### src/rtl/cpu_mem_pkg.sv
// ============================================================================
// Module : cpu_mem_pkg
// Brief  : Shared CPU data-memory definitions: bus widths, the memory access
//          unit state encoding and a read-latency range helper.
// Rev    : 1.0  initial release
// ============================================================================
`default_nettype none

package cpu_mem_pkg;

    // Bus widths shared by datamemory, the pipeline and the access unit
    localparam int CPU_ADDR_W = 16;
    localparam int CPU_DATA_W = 16;

    // Width of the read-latency counter; bounds the legal RD_LAT range
    localparam int MAU_CNT_W  = 3;

    typedef enum logic [1:0] {
        IDLE = 2'd0,
        RD   = 2'd1,
        WR   = 2'd2,
        RESP = 2'd3
    } mau_state_t;

    // True when a read latency fits the counter without wrapping
    function automatic logic lat_in_range(input int lat);
        return (lat >= 1) && (lat <= (1 << MAU_CNT_W) - 1);
    endfunction

endpackage

`default_nettype wire

### src/rtl/mem_access_unit_if.sv
// ============================================================================
// Module : mem_access_unit_if
// Brief  : Pipeline request/response handshake plus datamemory strobe bus.
//          slave  = the access unit; master = pipeline + datamemory side.
// Rev    : 1.0  initial release
// ============================================================================
`default_nettype none

interface mem_access_unit_if
    import cpu_mem_pkg::*;
#(
    parameter int ADDR_W = CPU_ADDR_W,
    parameter int DATA_W = CPU_DATA_W
);

    // Pipeline request channel
    logic              req_valid;
    logic              req_ready;
    logic              req_write;
    logic [ADDR_W-1:0] req_addr;
    logic [DATA_W-1:0] req_wdata;

    // Pipeline response channel
    logic              resp_valid;
    logic              resp_ready;
    logic [DATA_W-1:0] resp_rdata;
    logic              resp_fault;

    // datamemory port
    logic              rEnable;
    logic              wEnable;
    logic [ADDR_W-1:0] address;
    logic [DATA_W-1:0] wData;
    logic [DATA_W-1:0] rData;

    modport slave (
        input  req_valid, req_write, req_addr, req_wdata, resp_ready, rData,
        output req_ready, resp_valid, resp_rdata, resp_fault,
               rEnable, wEnable, address, wData
    );

    modport master (
        output req_valid, req_write, req_addr, req_wdata, resp_ready, rData,
        input  req_ready, resp_valid, resp_rdata, resp_fault,
               rEnable, wEnable, address, wData
    );

endinterface

`default_nettype wire

### src/rtl/mau_lat_counter.sv
// ============================================================================
// Module : mau_lat_counter
// Brief  : 3-bit load/count/done counter timing the datamemory read latency.
//          Load clears to zero; counting saturates at LAST so it never wraps.
// Rev    : 1.0  initial release
// ============================================================================
`default_nettype none

module mau_lat_counter
    import cpu_mem_pkg::*;
#(
    parameter logic [MAU_CNT_W-1:0] LAST = '0
) (
    input  logic clk,
    input  logic rst,      // asynchronous, active-low
    input  logic load,
    input  logic en,
    output logic done
);

    logic [MAU_CNT_W-1:0] r_cnt;

    // Clear on load, otherwise advance while enabled until LAST is reached
    always_ff @(posedge clk or negedge rst) begin
        if (!rst) begin
            r_cnt <= '0;
        end else if (load) begin
            r_cnt <= '0;
        end else if (en && (r_cnt != LAST)) begin
            r_cnt <= r_cnt + 1'b1;
        end
    end

    assign done = (r_cnt == LAST);

endmodule

`default_nettype wire

### src/rtl/mem_access_unit.sv
// ============================================================================
// Module : mem_access_unit
// Brief  : Initiator side of the CPU data-memory interface. Accepts one
//          load/store at a time over valid/ready, drives datamemory strobes,
//          captures read data and returns it. All outputs are registered.
//          Optional macro MAU_ALIGN_CHECK_EN: misaligned accesses (addr[0]=1)
//          are rejected with resp_fault instead of being word-aligned.
// Rev    : 1.0  initial release
// ============================================================================
`default_nettype none

module mem_access_unit
    import cpu_mem_pkg::*;
#(
    parameter int ADDR_W = CPU_ADDR_W,
    parameter int DATA_W = CPU_DATA_W,
    parameter int RD_LAT = 1
) (
    input  logic clk,
    input  logic rst,      // asynchronous, active-low
    mem_access_unit_if.slave bus
);

    // The latency counter holds RD_LAT-1 at most; larger values cannot be timed
    generate
        if (!lat_in_range(RD_LAT)) begin : g_bad_rd_lat
            $error("mem_access_unit: RD_LAT=%0d outside 1..7", RD_LAT);
        end
    endgenerate

    localparam logic [MAU_CNT_W-1:0] c_LAST_CNT = MAU_CNT_W'(RD_LAT - 1);

    mau_state_t        r_state;
    mau_state_t        w_state_next;

    logic              r_req_ready,  w_req_ready_next;
    logic              r_resp_valid, w_resp_valid_next;
    logic [DATA_W-1:0] r_resp_rdata, w_resp_rdata_next;
    logic              r_resp_fault, w_resp_fault_next;
    logic              r_ren,        w_ren_next;
    logic              r_wen,        w_wen_next;
    logic [ADDR_W-1:0] r_addr,       w_addr_next;
    logic [DATA_W-1:0] r_wdata,      w_wdata_next;

    logic              w_accept;
    logic              w_misalign;
    logic [ADDR_W-1:0] w_req_addr;
    logic              w_cnt_load;
    logic              w_lat_done;

    assign w_accept = bus.req_valid && r_req_ready && (r_state == IDLE);

`ifdef MAU_ALIGN_CHECK_EN
    // Odd byte addresses are rejected; the raw address is still presented
    assign w_misalign = bus.req_addr[0];
    assign w_req_addr = bus.req_addr;
`else
    // Bit 0 is dropped so every access is word-aligned; nothing is rejected
    logic w_unused_addr0;
    assign w_unused_addr0 = bus.req_addr[0];
    assign w_misalign     = 1'b0;
    assign w_req_addr     = {bus.req_addr[ADDR_W-1:1], 1'b0};
`endif

    mau_lat_counter #(
        .LAST (c_LAST_CNT)
    ) u_lat_counter (
        .clk  (clk),
        .rst  (rst),
        .load (w_cnt_load),
        .en   (r_state == RD),
        .done (w_lat_done)
    );

    // Next state and next registered output values
    always_comb begin
        w_state_next      = r_state;
        w_resp_valid_next = r_resp_valid;
        w_resp_rdata_next = r_resp_rdata;
        w_resp_fault_next = r_resp_fault;
        w_ren_next        = 1'b0;
        w_wen_next        = 1'b0;
        w_addr_next       = r_addr;
        w_wdata_next      = r_wdata;
        w_cnt_load        = 1'b0;

        case (r_state)
            IDLE: begin
                if (w_accept) begin
                    w_addr_next  = w_req_addr;
                    w_wdata_next = bus.req_wdata;
                    if (w_misalign) begin
                        // Rejected: straight to the response, no strobe
                        w_state_next      = RESP;
                        w_resp_valid_next = 1'b1;
                        w_resp_rdata_next = '0;
                        w_resp_fault_next = 1'b1;
                    end else if (bus.req_write) begin
                        w_state_next = WR;
                        w_wen_next   = 1'b1;
                    end else begin
                        w_state_next = RD;
                        w_ren_next   = 1'b1;
                        w_cnt_load   = 1'b1;
                    end
                end
            end
            RD: begin
                if (w_lat_done) begin
                    // Last strobe cycle: rData is valid now
                    w_state_next      = RESP;
                    w_resp_valid_next = 1'b1;
                    w_resp_rdata_next = bus.rData;
                    w_resp_fault_next = 1'b0;
                end else begin
                    w_ren_next = 1'b1;
                end
            end
            WR: begin
                w_state_next      = RESP;
                w_resp_valid_next = 1'b1;
                w_resp_rdata_next = '0;
                w_resp_fault_next = 1'b0;
            end
            RESP: begin
                if (bus.resp_ready) begin
                    w_state_next      = IDLE;
                    w_resp_valid_next = 1'b0;
                    w_resp_rdata_next = '0;
                    w_resp_fault_next = 1'b0;
                end
            end
            default: begin
                w_state_next = IDLE;
            end
        endcase

        // Ready only once settled in IDLE, so a retiring response never overlaps an accept
        w_req_ready_next = (w_state_next == IDLE);
    end

    // State and output registers; reset drops every strobe immediately
    always_ff @(posedge clk or negedge rst) begin
        if (!rst) begin
            r_state      <= IDLE;
            r_req_ready  <= 1'b0;
            r_resp_valid <= 1'b0;
            r_resp_rdata <= '0;
            r_resp_fault <= 1'b0;
            r_ren        <= 1'b0;
            r_wen        <= 1'b0;
            r_addr       <= '0;
            r_wdata      <= '0;
        end else begin
            r_state      <= w_state_next;
            r_req_ready  <= w_req_ready_next;
            r_resp_valid <= w_resp_valid_next;
            r_resp_rdata <= w_resp_rdata_next;
            r_resp_fault <= w_resp_fault_next;
            r_ren        <= w_ren_next;
            r_wen        <= w_wen_next;
            r_addr       <= w_addr_next;
            r_wdata      <= w_wdata_next;
        end
    end

    assign bus.req_ready  = r_req_ready;
    assign bus.resp_valid = r_resp_valid;
    assign bus.resp_rdata = r_resp_rdata;
    assign bus.resp_fault = r_resp_fault;
    assign bus.rEnable    = r_ren;
    assign bus.wEnable    = r_wen;
    assign bus.address    = r_addr;
    assign bus.wData      = r_wdata;

endmodule

`default_nettype wire

### src/flat_wrapper.sv
// flat-port wrapper written by rule: the top's interface ports become plain ports
module mem_access_unit_flat import cpu_mem_pkg::*;
#(
    parameter int ADDR_W = CPU_ADDR_W,
    parameter int DATA_W = CPU_DATA_W,
    parameter int RD_LAT = 1
)
  (clk, rst, bus_req_valid, bus_req_write, bus_req_addr, bus_req_wdata, bus_resp_ready, bus_rData, bus_req_ready, bus_resp_valid, bus_resp_rdata, bus_resp_fault, bus_rEnable, bus_wEnable, bus_address, bus_wData);
  mem_access_unit_if #(.ADDR_W(ADDR_W), .DATA_W(DATA_W)) bus_i ();
  input  logic clk;
  input  logic rst;
  input wire logic [$bits(bus_i.req_valid)-1:0] bus_req_valid;
  input wire logic [$bits(bus_i.req_write)-1:0] bus_req_write;
  input wire logic [$bits(bus_i.req_addr)-1:0] bus_req_addr;
  input wire logic [$bits(bus_i.req_wdata)-1:0] bus_req_wdata;
  input wire logic [$bits(bus_i.resp_ready)-1:0] bus_resp_ready;
  input wire logic [$bits(bus_i.rData)-1:0] bus_rData;
  output wire logic [$bits(bus_i.req_ready)-1:0] bus_req_ready;
  output wire logic [$bits(bus_i.resp_valid)-1:0] bus_resp_valid;
  output wire logic [$bits(bus_i.resp_rdata)-1:0] bus_resp_rdata;
  output wire logic [$bits(bus_i.resp_fault)-1:0] bus_resp_fault;
  output wire logic [$bits(bus_i.rEnable)-1:0] bus_rEnable;
  output wire logic [$bits(bus_i.wEnable)-1:0] bus_wEnable;
  output wire logic [$bits(bus_i.address)-1:0] bus_address;
  output wire logic [$bits(bus_i.wData)-1:0] bus_wData;
  assign bus_i.req_valid = bus_req_valid;
  assign bus_i.req_write = bus_req_write;
  assign bus_i.req_addr = bus_req_addr;
  assign bus_i.req_wdata = bus_req_wdata;
  assign bus_i.resp_ready = bus_resp_ready;
  assign bus_i.rData = bus_rData;
  assign bus_req_ready = bus_i.req_ready;
  assign bus_resp_valid = bus_i.resp_valid;
  assign bus_resp_rdata = bus_i.resp_rdata;
  assign bus_resp_fault = bus_i.resp_fault;
  assign bus_rEnable = bus_i.rEnable;
  assign bus_wEnable = bus_i.wEnable;
  assign bus_address = bus_i.address;
  assign bus_wData = bus_i.wData;
  mem_access_unit #(.ADDR_W(ADDR_W), .DATA_W(DATA_W), .RD_LAT(RD_LAT)) u_core (.clk(clk), .rst(rst), .bus(bus_i));
endmodule
### config.mk
export PLATFORM = sky130hd
export DESIGN_NAME = mem_access_unit_flat
export DESIGN_NICKNAME = d
export VERILOG_FILES = /design/src/rtl/cpu_mem_pkg.sv /design/src/rtl/mem_access_unit_if.sv /design/src/rtl/mau_lat_counter.sv /design/src/rtl/mem_access_unit.sv /design/src/flat_wrapper.sv
export SDC_FILE = /design/constraint.sdc
export NUM_CORES = 1
export LEC_CHECK = 0
export ABC_AREA = 1
export CORE_UTILIZATION = 35
export CTS_CLUSTER_DIAMETER = 30
export DETAILED_ROUTE_END_ITERATION = 8
export PLACE_DENSITY = 0.72
export RECOVER_POWER = 25
export SYNTH_ARGS = -nofsm -noshare
export SYNTH_HDL_FRONTEND = slang
export SYNTH_SLANG_ARGS = --single-unit
### constraint.sdc
create_clock -name clk -period 1.4 [get_ports clk]
set_clock_uncertainty 0.2 [all_clocks]
set_input_delay 0.14 -clock clk [delete_from_list [all_inputs] [get_ports clk]]
set_output_delay 0.14 -clock clk [all_outputs]
set_load 0.01 [all_outputs]
==> metrics.txt, run 1 <==
status=finished with violations; violated checks=setup timing; RR Endpoint=u_core.bus.resp_rdata[10]; Setup WS post-layout=-0.0324 ns; DR pass1 iterations=6; IO Port Bufs=just over 100; Worst EP arrival=between 1 and 1.5 ns; Net Switching=2.70 mW; leakage power=roughly 2.0 nW; row count=29; initial antenna violation count=0; number of synthesis warnings=0; maxcap violations=0; RSZ-0062 raised after global routing=yes; die extent in x=between 80 and 90 um; Routability Congestion=0.741; Int Power=4.32 mW; detailed-route wire length per cell=12.4 um; average size of a mapped cell=8.65 um^2; worst slack, placed=-0.148 ns; Netlist cell types=15; Mapped Cells=approximately 270; # diodes=0; Die Ht=83.1 um; Final setup viols=18; IO Pins=106; R2R Path Start=u_core.u_lat_counter.r_cnt[0]; ys async rst share=1.00; Area contributors post-synth=dfrtp_1 61%, nand2_1 19%, nand3_1 12%; Worst Path Max Fanout=6; Core Footprint=between 6000 and 7000 um^2; max-slew violation count=0; fmax=698 MHz; synthesized area=2300 um^2; vias in the first global route=just over 2000; final wirelength=5700 um; H-tree depth=2; pwr dens=about 1900 nW/um^2; layout cells sized above 1=0.170; Crit Path Class=register to register; reg-to-reg slack, setup=-0.03 ns; clock power share=0.149; Clock Sinks=56; CTS tree=done; worst hold slack=0.155 ns; Synth area leader=dfrtp_1; most frequent cells after synthesis=118 x nand2_1, 56 x dfrtp_1, 55 x nand3_1, 9 x inv_1, 7 x clkbuf_1; Nets=436; Longest Clk Path Bufs=2; CP startpoint=u_core.u_lat_counter.r_cnt[0]; DR vias=~2100; R2R cell count=8; Worst setup EP type=register; placed cells=~440; Seq/Total Area, Yosys=0.609; top cell type's share of synthesized area=0.609; Final Cycle Share=1.02; drt drc=0; Top FF cell, synth=dfrtp_1; first-pass GRT wire length=9870 um; pin slew with the least headroom to its limit=slightly above 0.7 ns; Tmin final=1.43 ns; top-count cell post-synth=nand2_1; Reg power frac=0.371; Min-Delay Path Class=input pin to register; global route overflow=0; Setup TNS=-0.336 ns; Post-synth EDFFs=0; Sw Ratio=0.385; hold path depth=3; area growth from synthesis to layout=62.3%; initial core utilization=0.362; final hold violation count=0; hpwl dp=3960 um; Non-Filler Instances=459; CTS root buf=clkbuf_8; clk_lat worst skew=0.31 ns; Worst-path clk slew=0.10 ns; drt via density=roughly 4.6; Tot GR Track Use=0.177; Layout Utilization=0.588; pin count of the biggest net entering global routing=33; Critical Path End=u_core.bus.resp_rdata[10]; Max VDD drop=0.000851 V; Combinational Power Share=0.480; Num CTS Buffers=5; Yosys reg bits=56; Max-Slew Margin vs Limit=0.521; Startpoint Class=register; initial DRC count=99; remaining antenna violation count=0; DIE AREA=6900 um^2; Worst Path Required=1.40 ns
state kept, by name, indices dropped and copies added, names as in the netlist:
register / cells
u_core.bus.rEnable: 1
u_core.bus.wEnable: 1
u_core.bus.resp_valid: 1
u_core.bus.resp_rdata: 16
u_core.u_lat_counter.r_cnt: 3
u_core.bus.address: 15
u_core.bus.req_ready: 1
u_core.r_state: 2
u_core.bus.wData: 16
layout by cell type (no fill, tap or decap), types with 2 or more instances in the layout:
cell type          n
inv_2              5
dlygate4sd2_1     51
nand3_2           18
nand2_2            7
dfrtp_1           55
buf_6              4
nand3_1           37
buf_12             2
nand2_1          110
clkbuf_8           5
inv_1              6
buf_4             11
nor2_1             3
conb_1             2
nor2_4             2
clkdlybuf4s50_1   50
what timing repair did:
| action | CTS | global route |
|---|---|---|
| gates cloned | 1 | 0 |
| setup endpoints to repair | 70 | 58 |
| hold buffers | 1 | 0 |
| endpoints found under the hold margin | 56 | 0 |
| buffers inserted | 1 | 4 |
| resized for setup | 84 | 12 |
| pin swaps | 27 | 9 |
how the worst min path moves through the flow:
stage | from | end | slack, ns
floorplan | rst | u_core.bus.address[10] | -0.36
global placement | rst | u_core.bus.wData[1] | -0.05
detailed placement | rst | u_core.bus.wData[2] | -0.04
CTS | bus_rData[3] | u_core.bus.resp_rdata[3] | 0.15
global route | bus_rData[3] | u_core.bus.resp_rdata[3] | 0.15
finish | bus_rData[1] | u_core.bus.resp_rdata[1] | 0.15
critical path, stage by stage, from the launching register on:
cell,delay (ns)
dfrtp_1,0.41
inv_2,0.08
ha_4,0.13
inv_2,0.04
nor2_4,0.10
nand2_4,0.09
buf_6,0.16
nand3_2,0.06
nand2_2,0.04
power by group through the flow:
stage	Combinational (mW)	Clock [mW]	Sequential, mW
floorplan	1.33	0	2.86
global placement	3.31	0	2.59
detailed placement	3.39	0	2.61
CTS	3.30	1.09	2.60
global route	3.73	1.17	2.70
finish	3.37	1.04	2.60
layer usage:
| layer | up-vias | global-route usage | wire (um) |
|---|---|---|---|
| li1 | 1061 | - | - |
| met4 | 0 | 0.0517 | 92 |
| met3 | 8 | 0.0457 | 352 |
| met5 | - | 0 | 0 |
| met1 | 951 | 0.236 | 2620 |
| met2 | 77 | 0.287 | 2630 |
kinds of logic after synthesis:
kind of cell / share of synthesized area
AO/OA/AOI/OAI: 0.00381
adder cells (fa/ha/maj): 0.0109
buffers and inverters: 0.0528
flip-flops: 0.609
other: 0.00163
AND/OR/NAND/NOR: 0.322
stage by stage:
step	area, um^2	total power [mW]
2_1_floorplan	2310	4.19
3_3_place_gp	3470	5.90
3_5_place_dp	3470	6.00
4_1_cts	3670	6.99
5_1_grt	3730	7.59
6_report	3730	7.02
layout make-up:
cell class	instances	area, um^2
clock buffers	5	68.8
multi-input cells	183	921
inverters	12	47.5
well taps	77	96.3
fillers	564	2620
repair buffers	123	1150
flip-flops and latches	56	1400
clock inverters	3	42.5
Note: power is estimated with default switching activity, not from simulation.
==> inputs of run 2 (changes only) <==
--- a/config.mk
+++ b/config.mk
@@ -5,12 +5,13 @@
 export SDC_FILE = /design/constraint.sdc
 export NUM_CORES = 1
 export LEC_CHECK = 0
-export ABC_AREA = 1
+export CORE_MARGIN = 1.5
 export CORE_UTILIZATION = 35
 export CTS_CLUSTER_DIAMETER = 30
 export DETAILED_ROUTE_END_ITERATION = 8
-export PLACE_DENSITY = 0.72
+export PLACE_DENSITY = 0.73
 export RECOVER_POWER = 25
 export SYNTH_ARGS = -nofsm -noshare
 export SYNTH_HDL_FRONTEND = slang
 export SYNTH_SLANG_ARGS = --single-unit
+export TNS_END_PERCENT = 10
==> metrics.txt, run 2 <==
layout cells sized above 1=0.267; DR pass1 iterations=4; CTS root buf=clkbuf_8; Fillers=518; worst-path cell chain=inv_1 -> ha_2 -> and4bb_1 -> buf_4 -> a211o_1; hold path depth=2; Die Ht=82.8 um; final wirelength=4680 um; maxcap violations=0; Setup WS post-layout=-0.199 ns; most frequent cells after synthesis=56 x dfrtp_1, 26 x mux2_2, 9 x a22o_2, 7 x a22o_1, 6 x buf_6; Max VDD drop=0.000776 V; Max-Slew Margin vs Limit=0.545; register area=1400 um^2; Yosys reg bits=56; pin slew with the least headroom to its limit=about 0.7 ns; global route overflow=0; fmax=625 MHz; drt drc=0; ys async rst share=1.00; Min-Delay Path Class=input pin to register; critical path depth=5; leakage power=between 1.5 and 2 nW; average size of a mapped cell=around 15 um^2; IO Pins=106; Synth area leader=dfrtp_1; area growth from synthesis to layout=57.6%; Critical Path Slowest Stage Cell=dfrtp_1; most common cell after layout, fill and taps aside=dfrtp_1; Longest Clk Path Bufs=2; Worst setup EP type=register; Routability Congestion=0.715; H-tree depth=2; postcts setup bufs=0; footprint of the multi-input gates=766 um^2; synthesized area=around 2200 um^2; Worst-path clk slew=roughly 0.10 ns; pin count of the biggest net entering global routing=57; Worst Path Required=1.40 ns; # diodes=0; Netlist cell types=25; Post-synth EDFFs=0; top-count cell post-synth=dfrtp_1; Top FF cell, synth=dfrtp_1; Num CTS Buffers=5; Mapped Cells=145; buffers plus inverters on the worst setup path=2; initial antenna violation count=0; worst hold slack=0.237 ns; Final setup viols=51; Worst Path Max Fanout=17; Core Footprint=6030 um^2; RSZ-0062 raised after global routing=yes; number of synthesis warnings=0; Crit path max-delay family=flip-flops; Seq/Total Area, Yosys=0.629; Startpoint Class=register; IO Port Bufs=a little over 100; Tmin final=between 1.5 and 2 ns; R2R cell count=5; placed cells=between 300 and 400; hpwl dp=3390 um; row count=28; CTS tree=done; most frequent cells in the layout=56 x dfrtp_1, 51 x dlygate4sd2_1, 50 x clkdlybuf4s50_1, 21 x mux2_2; status=finished with violations; Crit Path Class=register to register; top cell type's share of synthesized area=0.629; DR vias=1610; clk_lat worst skew=0.30 ns; Area contributors post-synth=dfrtp_1 63%, mux2_2 13%, a22o_2 4.0%; drt via density=between 4 and 5; initial DRC count=49; vias in the first global route=1621; Worst EP arrival=1.59 ns; violated checks=setup timing; Final Cycle Share=1.14; Non-Filler Instances=337; worst slack, placed=-0.364 ns; detailed-route wire length per cell=13.9 um; first-pass GRT wire length=7220 um; initial core utilization=0.370; pwr dens=1930 nW/um^2; final hold violation count=0; die extent in x=82.8 um; max-slew violation count=0; DIE AREA=6850 um^2; Setup TNS=-8.40 ns; Tot GR Track Use=0.141; Nets=about 320; Worst path max stage delay=0.36 ns; remaining antenna violation count=0; Clock Sinks=between 50 and 60
run 2: cell types whose count changed in the layout (fill, tap and decap cells not counted), moves of 4 or more:
cell	delta
mux2_2	+21
o21ai_0	+4
a22o_1	+7
nand2_1	-108
nand3_1	-36
nand2_2	-7
inv_2	-5
a22o_2	+9
nand3_2	-18
mux2_4	+10
run 2: area by class of cell:
type,count,share of cell area
clock buffer,7,0.0274
sequential,56,0.399
clock inverter,1,0.00855
timing repair buffer,117,0.316
multi-input combinational,77,0.218
inverter,4,0.00428
tap,75,0.0267
run 2: what timing repair did:
action	4_1_cts	5_1_grt
hold endpoints to repair	56	0
hold buffers	1	0
pin swaps	3	0
setup endpoints to repair	104	54
gates resized for setup	61	2
run 2: logic make-up (layout without fill, tap and decap cells):
| group | after synthesis | in the layout | share of synthesized area |
|---|---|---|---|
| other | 1 | 2 | 0.00168 |
| buffers and inverters | 13 | 129 | 0.0460 |
| AO/OA/AOI/OAI | 27 | 27 | 0.101 |
| multiplexers | 31 | 31 | 0.165 |
| adder cells (fa/ha/maj) | 2 | 2 | 0.0112 |
| AND/OR/NAND/NOR | 15 | 15 | 0.0466 |
| flip-flops | 56 | 56 | 0.629 |
run 2: path summary, 6_finish.rpt:
check	end	startpoint	slack [ns]
max	u_core.r_state[1]	u_core.u_lat_counter.r_cnt[1]	-0.20
min	u_core.bus.resp_rdata[10]	bus_rData[10]	0.24
max reg2reg	u_core.r_state[1]	u_core.u_lat_counter.r_cnt[1]	-0.20
min reg2reg	u_core.bus.resp_rdata[12]	u_core.bus.resp_rdata[12]	0.30
max in group asynchronous	u_core.bus.resp_rdata[14]	rst	0.24
min in group asynchronous	u_core.bus.address[14]	rst	0.29
run 2: power by group:
group / internal, mW / switching [mW] / total [mW]
registers: 2.31 / 0.322 / 2.63
logic: 1.77 / 1.23 / 3.01
clock network: 0.631 / 0.503 / 1.13
total: 4.72 / 2.06 / 6.77
run 2: layer usage:
layer / up-vias / track usage / share of wire
met3: 6 / 0.0470 / 0.10
li1: 752 / - / -
met1: 782 / 0.160 / 0.40
met5: - / 0 / 0
met2: 70 / 0.248 / 0.49
met4: 0 / 0.0450 / 0.012
run 2: through the flow:
stage	area [um^2]	power (mW)	utilization
global placement	3410	6.01	0.566
finish	3510	6.77	0.583
CTS	3520	6.88	0.584
floorplan	2230	4.24	-
detailed placement	3410	6.10	0.566
global route	3510	7.24	0.583
